### src/rtl/cpu_sim_pkg.sv
// Shared types for the cpu simulation monitor: FSM states, FIFO entry layout
// and the cycle-stamp width.
package cpu_sim_pkg;

    localparam int unsigned CYCLE_W    = 16;
    localparam int unsigned MON_DATA_W = 32;

    typedef enum logic [1:0] {
        ST_RUN     = 2'd0,
        ST_HALTED  = 2'd1,
        ST_TIMEOUT = 2'd2
    } mon_state_e;

    typedef struct packed {
        logic [MON_DATA_W-1:0] addr;
        logic [MON_DATA_W-1:0] data;
        logic [CYCLE_W-1:0]    cycle;
    } mon_entry_t;

endpackage

### src/rtl/cpu_run_monitor_if.sv
// Bus between the core/bench side and cpu_run_monitor.
//   master: drives pc, data-memory store port and rd_en; observes FIFO and status.
//   slave : the monitor itself.
interface cpu_run_monitor_if
    import cpu_sim_pkg::*;
#(
    parameter int unsigned DATA_W = 32,
    parameter int unsigned DEPTH  = 16
) ();

    localparam int unsigned CNT_W = $clog2(DEPTH) + 1;

    logic [DATA_W-1:0]  pc;
    logic               dmem_we;
    logic [DATA_W-1:0]  dmem_addr;
    logic [DATA_W-1:0]  dmem_wdata;
    logic               rd_en;
    logic               rd_valid;
    logic [DATA_W-1:0]  rd_addr;
    logic [DATA_W-1:0]  rd_data;
    logic [CYCLE_W-1:0] rd_cycle;
    logic [CNT_W-1:0]   count;
    logic               overflow;
    logic               halted;
    logic               timeout;
    logic               done;
    logic [CYCLE_W-1:0] cycle_count;

    modport master (
        output pc, dmem_we, dmem_addr, dmem_wdata, rd_en,
        input  rd_valid, rd_addr, rd_data, rd_cycle, count,
               overflow, halted, timeout, done, cycle_count
    );

    modport slave (
        input  pc, dmem_we, dmem_addr, dmem_wdata, rd_en,
        output rd_valid, rd_addr, rd_data, rd_cycle, count,
               overflow, halted, timeout, done, cycle_count
    );

endinterface

### src/rtl/sync_fifo.sv
// Show-ahead synchronous FIFO with a registered head output.
//   clk, reset : clock, synchronous active-high reset
//   push_i/din_i : write request and data (dropped when full unless popping)
//   pop_i        : remove head entry (ignored when empty)
//   dout_o       : head entry, zero when empty
//   full_o, empty_o, count_o : occupancy status
module sync_fifo #(
    parameter int unsigned WIDTH = 8,
    parameter int unsigned DEPTH = 16
) (
    input  logic                   clk,
    input  logic                   reset,
    input  logic                   push_i,
    input  logic [WIDTH-1:0]       din_i,
    input  logic                   pop_i,
    output logic [WIDTH-1:0]       dout_o,
    output logic                   full_o,
    output logic                   empty_o,
    output logic [$clog2(DEPTH):0] count_o
);

    localparam int unsigned PTR_W = $clog2(DEPTH);
    localparam int unsigned CNT_W = $clog2(DEPTH) + 1;

    logic [WIDTH-1:0] mem_q [DEPTH];
    logic [PTR_W-1:0] wr_ptr_q, wr_ptr_d;
    logic [PTR_W-1:0] rd_ptr_q, rd_ptr_d;
    logic [CNT_W-1:0] count_q, count_d;
    logic [WIDTH-1:0] dout_q, dout_d;
    logic             push_ok;
    logic             pop_ok;

    assign full_o  = (count_q == CNT_W'(DEPTH));
    assign empty_o = (count_q == '0);
    assign dout_o  = dout_q;
    assign count_o = count_q;

    // Accept/pointer/occupancy update and next head selection.
    always_comb begin
        pop_ok   = pop_i & ~empty_o;
        push_ok  = push_i & (~full_o | pop_ok);
        rd_ptr_d = rd_ptr_q + PTR_W'(pop_ok);
        wr_ptr_d = wr_ptr_q + PTR_W'(push_ok);
        count_d  = count_q;
        unique case ({push_ok, pop_ok})
            2'b10:   count_d = count_q + CNT_W'(1);
            2'b01:   count_d = count_q - CNT_W'(1);
            default: count_d = count_q;
        endcase
        // The entry being written this edge bypasses storage when it becomes head.
        if (count_d == '0) begin
            dout_d = '0;
        end else if (push_ok && (rd_ptr_d == wr_ptr_q)) begin
            dout_d = din_i;
        end else begin
            dout_d = mem_q[rd_ptr_d];
        end
    end

    always_ff @(posedge clk) begin
        if (reset) begin
            wr_ptr_q <= '0;
            rd_ptr_q <= '0;
            count_q  <= '0;
            dout_q   <= '0;
        end else begin
            wr_ptr_q <= wr_ptr_d;
            rd_ptr_q <= rd_ptr_d;
            count_q  <= count_d;
            dout_q   <= dout_d;
        end
    end

    // Storage array needs no reset; occupancy gates every read.
    always_ff @(posedge clk) begin
        if (push_ok) begin
            mem_q[wr_ptr_q] <= din_i;
        end
    end

endmodule

### src/rtl/cpu_run_monitor.sv
// Run monitor for the cpu core: logs data-memory stores with a cycle stamp into
// a FIFO and detects completion (branch-to-self halt) or a cycle-budget timeout.
//   clk, reset : core clock, synchronous active-high reset
//   mon        : slave side of cpu_run_monitor_if (pc, store port, FIFO read
//                port, count/overflow/halted/timeout/done/cycle_count status)
module cpu_run_monitor
    import cpu_sim_pkg::*;
#(
    parameter int unsigned DATA_W      = 32,
    parameter int unsigned DEPTH       = 16,
    parameter int unsigned HALT_CYCLES = 8,
    parameter int unsigned MAX_CYCLES  = 500
) (
    input  logic                 clk,
    input  logic                 reset,
    cpu_run_monitor_if.slave     mon
);

    localparam int unsigned CNT_W    = $clog2(DEPTH) + 1;
    localparam int unsigned STABLE_W = $clog2(HALT_CYCLES + 1);
    localparam int unsigned ENTRY_W  = $bits(mon_entry_t);

    mon_state_e          state_q, state_d;
    logic [DATA_W-1:0]   pc_q;
    logic                pc_valid_q;
    logic [STABLE_W-1:0] stable_q, stable_d;
    logic [CYCLE_W-1:0]  cycle_q, cycle_d;
    logic                overflow_q, overflow_d;
    logic                halted_q;
    logic                timeout_q;
    logic                done_q;

    logic                pc_eq;
    logic                halt_hit;
    logic                budget_hit;
    logic                push_req;
    logic                fifo_full;
    logic                fifo_empty;
    logic [CNT_W-1:0]    fifo_count;
    logic [ENTRY_W-1:0]  fifo_dout;
    mon_entry_t          push_entry;
    mon_entry_t          head_entry;

    // Next-state, halt detection, cycle counting and capture decision.
    always_comb begin
        state_d    = state_q;
        stable_d   = '0;
        cycle_d    = cycle_q;
        overflow_d = overflow_q;
        push_req   = 1'b0;

        // pc_q holds nothing meaningful on the first cycle out of reset.
        pc_eq      = pc_valid_q && (mon.pc == pc_q);
        halt_hit   = pc_eq && (stable_q == STABLE_W'(HALT_CYCLES - 1));
        budget_hit = (cycle_q == CYCLE_W'(MAX_CYCLES - 1));

        if (pc_eq) begin
            stable_d = (stable_q == STABLE_W'(HALT_CYCLES)) ? stable_q
                                                            : stable_q + STABLE_W'(1);
        end

        unique case (state_q)
            ST_RUN: begin
                push_req = mon.dmem_we;
                if (cycle_q != '1) begin
                    cycle_d = cycle_q + CYCLE_W'(1);
                end
                // Halt takes priority when both fire on the same cycle.
                if (halt_hit) begin
                    state_d = ST_HALTED;
                end else if (budget_hit) begin
                    state_d = ST_TIMEOUT;
                end
            end
            default: begin
                state_d = state_q;
            end
        endcase

        // A same-cycle pop frees the slot, so only a pop-less push at full drops.
        if (push_req && fifo_full && !mon.rd_en) begin
            overflow_d = 1'b1;
        end
    end

    always_ff @(posedge clk) begin
        if (reset) begin
            state_q    <= ST_RUN;
            pc_q       <= '0;
            pc_valid_q <= 1'b0;
            stable_q   <= '0;
            cycle_q    <= '0;
            overflow_q <= 1'b0;
            halted_q   <= 1'b0;
            timeout_q  <= 1'b0;
            done_q     <= 1'b0;
        end else begin
            state_q    <= state_d;
            pc_q       <= mon.pc;
            pc_valid_q <= 1'b1;
            stable_q   <= stable_d;
            cycle_q    <= cycle_d;
            overflow_q <= overflow_d;
            halted_q   <= (state_d == ST_HALTED);
            timeout_q  <= (state_d == ST_TIMEOUT);
            done_q     <= (state_d != ST_RUN);
        end
    end

    // Store record: address, data and the stamp of the cycle it occurred in.
    always_comb begin
        push_entry.addr  = MON_DATA_W'(mon.dmem_addr);
        push_entry.data  = MON_DATA_W'(mon.dmem_wdata);
        push_entry.cycle = cycle_q;
    end

    sync_fifo #(
        .WIDTH (ENTRY_W),
        .DEPTH (DEPTH)
    ) u_fifo (
        .clk     (clk),
        .reset   (reset),
        .push_i  (push_req),
        .din_i   (push_entry),
        .pop_i   (mon.rd_en),
        .dout_o  (fifo_dout),
        .full_o  (fifo_full),
        .empty_o (fifo_empty),
        .count_o (fifo_count)
    );

    assign head_entry      = mon_entry_t'(fifo_dout);
    assign mon.rd_valid    = ~fifo_empty;
    assign mon.rd_addr     = DATA_W'(head_entry.addr);
    assign mon.rd_data     = DATA_W'(head_entry.data);
    assign mon.rd_cycle    = head_entry.cycle;
    assign mon.count       = fifo_count;
    assign mon.overflow    = overflow_q;
    assign mon.halted      = halted_q;
    assign mon.timeout     = timeout_q;
    assign mon.done        = done_q;
    assign mon.cycle_count = cycle_q;

endmodule
### src/flat_wrapper.sv
// flat-port wrapper written by rule: the top's interface ports become plain ports
module cpu_run_monitor_flat import cpu_sim_pkg::*;
#(
    parameter int unsigned DATA_W      = 32,
    parameter int unsigned DEPTH       = 16,
    parameter int unsigned HALT_CYCLES = 8,
    parameter int unsigned MAX_CYCLES  = 500
)
  (clk, reset, mon_pc, mon_dmem_we, mon_dmem_addr, mon_dmem_wdata, mon_rd_en, mon_rd_valid, mon_rd_addr, mon_rd_data, mon_rd_cycle, mon_count, mon_overflow, mon_halted, mon_timeout, mon_done, mon_cycle_count);
  cpu_run_monitor_if #(.DATA_W(DATA_W), .DEPTH(DEPTH)) mon_i ();
  input  logic clk;
  input  logic reset;
  input wire logic [$bits(mon_i.pc)-1:0] mon_pc;
  input wire logic [$bits(mon_i.dmem_we)-1:0] mon_dmem_we;
  input wire logic [$bits(mon_i.dmem_addr)-1:0] mon_dmem_addr;
  input wire logic [$bits(mon_i.dmem_wdata)-1:0] mon_dmem_wdata;
  input wire logic [$bits(mon_i.rd_en)-1:0] mon_rd_en;
  output wire logic [$bits(mon_i.rd_valid)-1:0] mon_rd_valid;
  output wire logic [$bits(mon_i.rd_addr)-1:0] mon_rd_addr;
  output wire logic [$bits(mon_i.rd_data)-1:0] mon_rd_data;
  output wire logic [$bits(mon_i.rd_cycle)-1:0] mon_rd_cycle;
  output wire logic [$bits(mon_i.count)-1:0] mon_count;
  output wire logic [$bits(mon_i.overflow)-1:0] mon_overflow;
  output wire logic [$bits(mon_i.halted)-1:0] mon_halted;
  output wire logic [$bits(mon_i.timeout)-1:0] mon_timeout;
  output wire logic [$bits(mon_i.done)-1:0] mon_done;
  output wire logic [$bits(mon_i.cycle_count)-1:0] mon_cycle_count;
  assign mon_i.pc = mon_pc;
  assign mon_i.dmem_we = mon_dmem_we;
  assign mon_i.dmem_addr = mon_dmem_addr;
  assign mon_i.dmem_wdata = mon_dmem_wdata;
  assign mon_i.rd_en = mon_rd_en;
  assign mon_rd_valid = mon_i.rd_valid;
  assign mon_rd_addr = mon_i.rd_addr;
  assign mon_rd_data = mon_i.rd_data;
  assign mon_rd_cycle = mon_i.rd_cycle;
  assign mon_count = mon_i.count;
  assign mon_overflow = mon_i.overflow;
  assign mon_halted = mon_i.halted;
  assign mon_timeout = mon_i.timeout;
  assign mon_done = mon_i.done;
  assign mon_cycle_count = mon_i.cycle_count;
  cpu_run_monitor #(.DATA_W(DATA_W), .DEPTH(DEPTH), .HALT_CYCLES(HALT_CYCLES), .MAX_CYCLES(MAX_CYCLES)) u_core (.clk(clk), .reset(reset), .mon(mon_i));
endmodule
### config.mk
export PLATFORM = sky130hd
export DESIGN_NAME = cpu_run_monitor_flat
export DESIGN_NICKNAME = d
export VERILOG_FILES = /design/src/rtl/cpu_sim_pkg.sv /design/src/rtl/cpu_run_monitor_if.sv /design/src/rtl/sync_fifo.sv /design/src/rtl/cpu_run_monitor.sv /design/src/flat_wrapper.sv
export SDC_FILE = /design/constraint.sdc
export NUM_CORES = 2
export LEC_CHECK = 0
export BUFFER_PORTS_ARGS = -buffer_cell sky130_fd_sc_hd__clkbuf_2
export CORE_UTILIZATION = 58
export DETAILED_ROUTE_END_ITERATION = 10
export MAX_ROUTING_LAYER = met4
export PLACE_DENSITY = 0.75
export SYNTH_ARGS = -nofsm -noshare
export SYNTH_HDL_FRONTEND = slang
export SYNTH_SLANG_ARGS = --single-unit
### constraint.sdc
create_clock -name clk -period 14.32 [get_ports clk]
set_input_delay 2.148 -clock clk [delete_from_list [all_inputs] [get_ports clk]]
set_output_delay 2.148 -clock clk [all_outputs]
set_load 0.02 [all_outputs]
After elaboration in Yosys (flattened, before gate mapping)

Memories as Yosys holds them, arrays and structs flattened. A register that Yosys moved wholly into a read port is not among the register bits.
Cells that the tools add are included.
W data, S select, Z words.

Flip-flop bits (word level): 72
Memory bits (writable): 1280
Input bits: 100
Output and inout port bits: 106
Word-level logic and storage cells: 55
Memories: 1

Memories:

| name                | depth | width | read ports | clocked after memory_dff | wr ports | line            | source |
|---|---|---|---|---|---|---|---|
| u_core.u_fifo.mem_q | 16    | 80    | 1          | 1                        | 1        | sync_fifo.sv:25 | `logic [WIDTH-1:0] mem_q [DEPTH];` |

$add $sub $neg: 6
Equality and inequality tests: 10
Mux-type cells: 8
Bitwise gates (word level): 6
Reduce and logical (&&, ||, !) cells: 12

Operators by type and width:

| operator                | number |
|---|---|
| $eq A32 B32 Y1          | 1 |
| $add A16 B1 Y16 const B | 1 |
| $eq A16 B9 Y1 const B   | 1 |
| $ne A16 B16 Y1 const B  | 1 |
| $logic_not A5 Y1        | 2 |
| $pmux W5 S2             | 1 |
| $add A4 B1 Y4           | 2 |
| $mux W2                 | 3 |
| $add A5 B1 Y5 const B   | 1 |
| $eq A5 B5 Y1 const B    | 1 |
| $sub A5 B1 Y5 const B   | 1 |
| $add A4 B1 Y4 const B   | 1 |
| $eq A2 B1 Y1 const B    | 2 |
| $eq A2 B2 Y1 const B    | 2 |
| $eq A4 B3 Y1 const B    | 1 |
| $eq A4 B4 Y1 const B    | 1 |
| $logic_and A1 B1 Y1     | 4 |
| $mux W1                 | 4 |
| $reduce_or A2 Y1        | 2 |
| $not A1 Y1              | 3 |
| $and A1 B1 Y1           | 2 |
| $logic_not A2 Y1        | 1 |
| $reduce_and A2 Y1       | 1 |
| $reduce_bool A2 Y1      | 1 |
| other kinds (2)         | 2 |

Logic depth before layout (Yosys ltp)

Depth in word-level cells: 9
Depth in mapped cells: 15

Hierarchy

A second synthesis with hierarchy kept.

Cells, all modules: 2618
Area total of the unflattened synthesis: 55891.1 µm²

By module, submodules not included:

| module          | instances | cells each | area each (µm²) |
|---|---|---|---|
| sync_fifo       | 1         | 2345       | 53274.8 |
| cpu_run_monitor | 1         | 273        | 2616.3 |

Worst setup path before layout

No wires, ideal clock.

Path type: input to register
From: in mon_rd_en
To: mem u_core.u_fifo.mem_q[0][0] (netlist bit), enable pin
Setup time: 0.616 ns
Arrival time: 8.111 ns
Required time: 13.704 ns
Path slack: 5.593 ns
Stages: 3
Path buffers: 0
Path through: o311ai_4 -> or3_1 -> nor3_1

Longest elaborated chain between the ends: 5

Ends and longest elaborated chain:

| what                          | line               | source |
|---|---|---|
| start: declaration            | flat_wrapper.sv:17 | `input wire logic [$bits(mon_i.rd_en)-1:0] mon_rd_en;` |
| $and A1 B1 Y1                 | sync_fifo.sv:40    | `pop_ok = pop_i & ~empty_o;` |
| $or A1 B1 Y1                  | sync_fifo.sv:41    | `push_ok = push_i & (~full_o \| pop_ok);` |
| $and A1 B1 Y1                 | sync_fifo.sv:41    |  |
| $mux W1                       | sync_fifo.sv:76    | `if (push_ok) begin` |
| $mux W1 (implied by the code) | sync_fifo.sv:77    | `mem_q[wr_ptr_q] <= din_i;` |
| end: declaration              | sync_fifo.sv:25    |  |

Every way passes these cells.

Worst setup path after layout

From: in mon_rd_en
To: reg u_core.u_fifo.dout_q[37] (netlist: u_core.u_fifo.dout_o[37]) (read register of u_core.u_fifo.mem_q)

Elaborated cells on any way between the ends: 9

RTL lines:

| what                                | line            | source |
|---|---|---|
| $and A1 B1 Y1                       | sync_fifo.sv:40 |  |
| $add A4 B1 Y4                       | sync_fifo.sv:42 | `rd_ptr_d = rd_ptr_q + PTR_W'(pop_ok);` |
| named net u_core.u_fifo.rd_ptr_d[1] | sync_fifo.sv:27 | `logic [PTR_W-1:0] rd_ptr_q, rd_ptr_d;` |
| end: declaration                    | sync_fifo.sv:29 | `logic [WIDTH-1:0] dout_q, dout_d;` |

The timed path passes the listed nets, and every way through them passes these cells.
A chain may end at the register's enable or synchronous reset.

==> run summary <==
========================================================================================
Capture instance of the worst register-to-register path                     u_core.u_fifo.dout_o[37]
Fraction of the mapped netlist area in simple logic gates                         0.0155
Vert. Die Dim                                                                     308 um
Sequential cell area fraction in the yosys report                                  0.764
Startpoint Class                                                              input port
Leading post-synthesis cells by instance count                              sky130_fd_sc_hd__edfxtp_1 (1280), sky130_fd_sc_hd__mux4_2 (400), sky130_fd_sc_hd__dfxtp_1 (152), sky130_fd_sc_hd__mux2i_1 (84)
Outcome                                                                     finished clean
CTS tree                                                                           built
Worst min path class                                                          reg -> reg
Worst setup slack after placement                                                7.58 ns
Compound-cell area share of the yosys netlist                                     0.0143
Hold bufs inserted after CTS                                                           0
Leading post-synthesis cells by cell area                                   sky130_fd_sc_hd__edfxtp_1 (71%), sky130_fd_sc_hd__mux4_2 (17%), sky130_fd_sc_hd__dfxtp_1 (5.6%)
Count of final max-slew check failures                                                 0
Slew at the pin closest to its max-slew limit                                    1.29 ns
Fmax achieved                                                                    170 MHz
Routed wire per std cell                                                         31.0 um
Yosys warns                                                                            0
DRC violation count after routing                                                      0
Most numerous cell in the Yosys netlist                                     sky130_fd_sc_hd__edfxtp_1
Via density                                                                         6.55
Main combinational cell family by area after synthesis                      multiplexers
Largest net degree at the start of global routing                                    150
Remaining antenna violation count after routing                                        0
Final design utilization                                                           0.665
Synthesized instance count                                                          2402
Minimum setup slack among reg-to-reg paths                                       8.72 ns
Std cell rows                                                                        111
Netlist area before placement                                                54300 sq um
Total count of hold-check failures in the final report                                 0
Mux contribution to synthesized area                                               0.182
Final worst hold slack                                                          0.473 ns
Hold_sp                                                                     u_core.mon.overflow
Headroom to the max-slew limit                                                     0.140
Final global-route overflow total                                                      0
Net count after synthesis                                                           2512
RSZ-0062 raised after global routing                                               false
Worst Hold Path EP                                                          u_core.mon.overflow
P_leak                                                                           20.0 nW
Share of Yosys cell area claimed by the top area cell type                         0.708
Areal power density over the cells                                           191 nW/um^2
CTS max path bufs                                                                      3
Count of placed standard cells in the final layout, fillers left out                4032
Wire length of the first global-routing pass                                      182 mm
Core area                                                                    92200 sq um
Count of fill cells added during filler insertion                                   5754
Gp weighted congestion                                                             0.773
Detailed Route Iter0 Violations                                                     3300
DRT Wirelength                                                                    125 mm
Total power                                                                      11.7 mW
Synthesized flop and latch total                                                    1432
WP data required                                                                14.88 ns
Kind of capture point of the worst setup path                                   register
CTS resizes                                                                            0
Minimum clock period                                                             5.88 ns
Depth of the worst register-to-register path                                          11
Share of flip-flops with an asynchronous set or reset after synthesis                  0
Proportion of layout cells with a drive suffix above 1                             0.323
Area of the multi-input gates                                                12300 sq um
Clock-pin transition on the worst setup and hold timing paths                    0.06 ns
Finish-stage setup viols                                                               0
Top flip-flop cell by instance count after synthesis                        sky130_fd_sc_hd__edfxtp_1
Maximum level of the CTS H-tree                                                        4
Number of ports placed on the die boundary                                           206
Final Worst Setup Slack                                                          8.44 ns
Kind of critical path                                                          in -> reg
Sequential Area                                                              41500 sq um
GR Util All Layers                                                                 0.277
Number of sinks handled by clock tree synthesis                                     1432
Routed via count                                                                   26418
Cell area after placement                                                    56800 sq um
Num CTS Buffers                                                                      141
Portion of the clock cycle consumed by the worst path in the final layout          0.410
Vias in the first global route                                                     27229
Overall die area                                                             94900 sq um
Syn_area_per_cell                                                             22.6 sq um
Placed insts                                                                        3770
NumNets Final                                                                       2780
Clock latency reported for the late side of the worst-skew pair                  0.74 ns
Initial core utilization                                                           0.589
Xor/xnor share of the synthesized area                                           0.00866
Launch point of the worst reg-to-reg path                                   u_core.u_fifo.count_o[3]
CTS Root Buffer Type                                                        sky130_fd_sc_hd__clkbuf_16
IR Drop Worst-Case VDD                                                            137 uV
Layout-stage area growth over the synthesis result                                 13.0%
Final design area excluding fillers                                          61400 sq um
HPWL Detailed                                                                    60.7 mm
Count of flip-flops with a built-in enable after synthesis                          1280
Post-synthesis cell type count                                                        47
Adder and majority cell fraction of the synthesized area                         0.00230
Post-CTS setup buffers                                                                 0
Number of antenna violations at the first check in global routing                      5
Data arrival at the endpoint of the critical path                                6.44 ns
Count of input and output buffers                                                    205
Setup Total Neg Slack                                                               0 ns
Maximum fanout count along the critical path                                          73
Detailed-routing iteration count for the pre-antenna-repair pass                       7
Chip width                                                                        308 um
Post-synthesis cell type with the largest combined area                     sky130_fd_sc_hd__edfxtp_1
Number of cells on the worst hold path                                                 2
Skew final                                                                     0.0257 ns
Number of max-cap violations                                                           0
========================================================================================
[per-layer routing]
| layer | track usage | up-vias | wire length [um] |
|---|---|---|---|
| met3 | 0.0487 | 217 | 10300 |
| met1 | 0.366 | 14122 | 47200 |
| met4 | 0.0772 | 0 | 3100 |
| met5 | - | - | 0 |
| met2 | 0.450 | 1432 | 64300 |
| li1 | - | 10647 | - |
[power by group]
part	switching, mW	internal (mW)
combinational	1.63	1.70
sequential	0.0813	4.71
clock	1.52	2.08
[registers in the layout, indices dropped and copies added, names as in the netlist, 2 cells and up]
register,flops
u_core.u_fifo.mem_q,1280
u_core.u_fifo.dout_o,80
u_core.pc_q,32
u_core.mon.cycle_count,16
u_core.u_fifo.count_o,5
u_core.stable_q,4
u_core.u_fifo.rd_ptr_q,4
u_core.u_fifo.wr_ptr_q,4
u_core.state_q,2
[how the worst max path moves through the flow]
| stage | start | endpoint | cells past startpoint |
|---|---|---|---|
| floorplan | mon_rd_en | u_core.u_fifo.mem_q[0][0] | 3 |
| detailed placement | mon_rd_en | u_core.u_fifo.dout_o[5] | 9 |
| finish | mon_rd_en | u_core.u_fifo.dout_o[37] | 10 |
| global route | mon_rd_en | u_core.u_fifo.dout_o[54] | 9 |
| global placement | mon_rd_en | u_core.u_fifo.dout_o[54] | 9 |
| CTS | mon_rd_en | u_core.u_fifo.dout_o[3] | 9 |
[cells by family (layout without fill, tap and decap cells)]
logic type	after synthesis	in the layout
XOR/XNOR	52	52
AND/OR/NAND/NOR	156	156
multiplexers	486	486
adder cells (fa/ha/maj)	10	10
other	0	6
buffers and inverters	145	526
flip-flops	1432	1432
AO/OA/AOI/OAI	121	121
[cell usage in the layout, fill, tap and decap left out, types with 4 or more instances in the layout]
cell type,Yosys,final
sky130_fd_sc_hd__o21ai_0,11,11
sky130_fd_sc_hd__inv_6,0,6
sky130_fd_sc_hd__nor2_1,40,28
sky130_fd_sc_hd__nand3_1,8,8
sky130_fd_sc_hd__inv_1,9,9
sky130_fd_sc_hd__and2_1,5,5
sky130_fd_sc_hd__xnor2_1,36,36
sky130_fd_sc_hd__nand2b_1,4,4
sky130_fd_sc_hd__clkbuf_16,0,144
sky130_fd_sc_hd__a31oi_1,83,83
sky130_fd_sc_hd__nand2_1,14,14
sky130_fd_sc_hd__clkbuf_2,0,205
sky130_fd_sc_hd__xor2_1,15,13
sky130_fd_sc_hd__buf_4,1,53
sky130_fd_sc_hd__clkbuf_8,0,9
sky130_fd_sc_hd__nor2_4,0,12
sky130_fd_sc_hd__dfxtp_1,152,152
sky130_fd_sc_hd__clkinv_1,0,16
sky130_fd_sc_hd__or3_1,8,8
sky130_fd_sc_hd__mux2i_1,84,82
sky130_fd_sc_hd__ha_1,10,8
sky130_fd_sc_hd__a21oi_1,14,14
sky130_fd_sc_hd__nor2b_1,41,41
sky130_fd_sc_hd__clkinv_2,0,29
sky130_fd_sc_hd__and3_1,4,4
sky130_fd_sc_hd__diode_2,0,6
sky130_fd_sc_hd__nor3_2,0,4
sky130_fd_sc_hd__nand4_1,10,10
sky130_fd_sc_hd__nor3_1,10,6
sky130_fd_sc_hd__edfxtp_1,1280,1280
sky130_fd_sc_hd__mux4_2,400,400
sky130_fd_sc_hd__bufinv_16,0,10
sky130_fd_sc_hd__clkbuf_1,83,33
[worst max-delay path, stage by stage]
cell	delay, ns
sky130_fd_sc_hd__clkbuf_2	0.12
sky130_fd_sc_hd__and2_1	0.21
sky130_fd_sc_hd__ha_4	0.20
sky130_fd_sc_hd__ha_4	0.69
sky130_fd_sc_hd__buf_4	0.92
sky130_fd_sc_hd__buf_4	0.85
sky130_fd_sc_hd__mux4_2	0.42
sky130_fd_sc_hd__mux4_2	0.48
sky130_fd_sc_hd__mux2i_1	0.14
sky130_fd_sc_hd__a31oi_1	0.06
[final cells by class]
| class | count | area share |
|---|---|---|
| flip-flops and latches | 1432 | 0.676 |
| clock inverters | 70 | 0.0106 |
| clock buffers | 186 | 0.0628 |
| inverters | 10 | 0.000653 |
| diodes | 6 | 0.000245 |
| repair buffers | 260 | 0.0239 |
| multi-input cells | 825 | 0.200 |
| well taps | 1243 | 0.0253 |
Note: power is estimated with default switching activity, not from simulation.
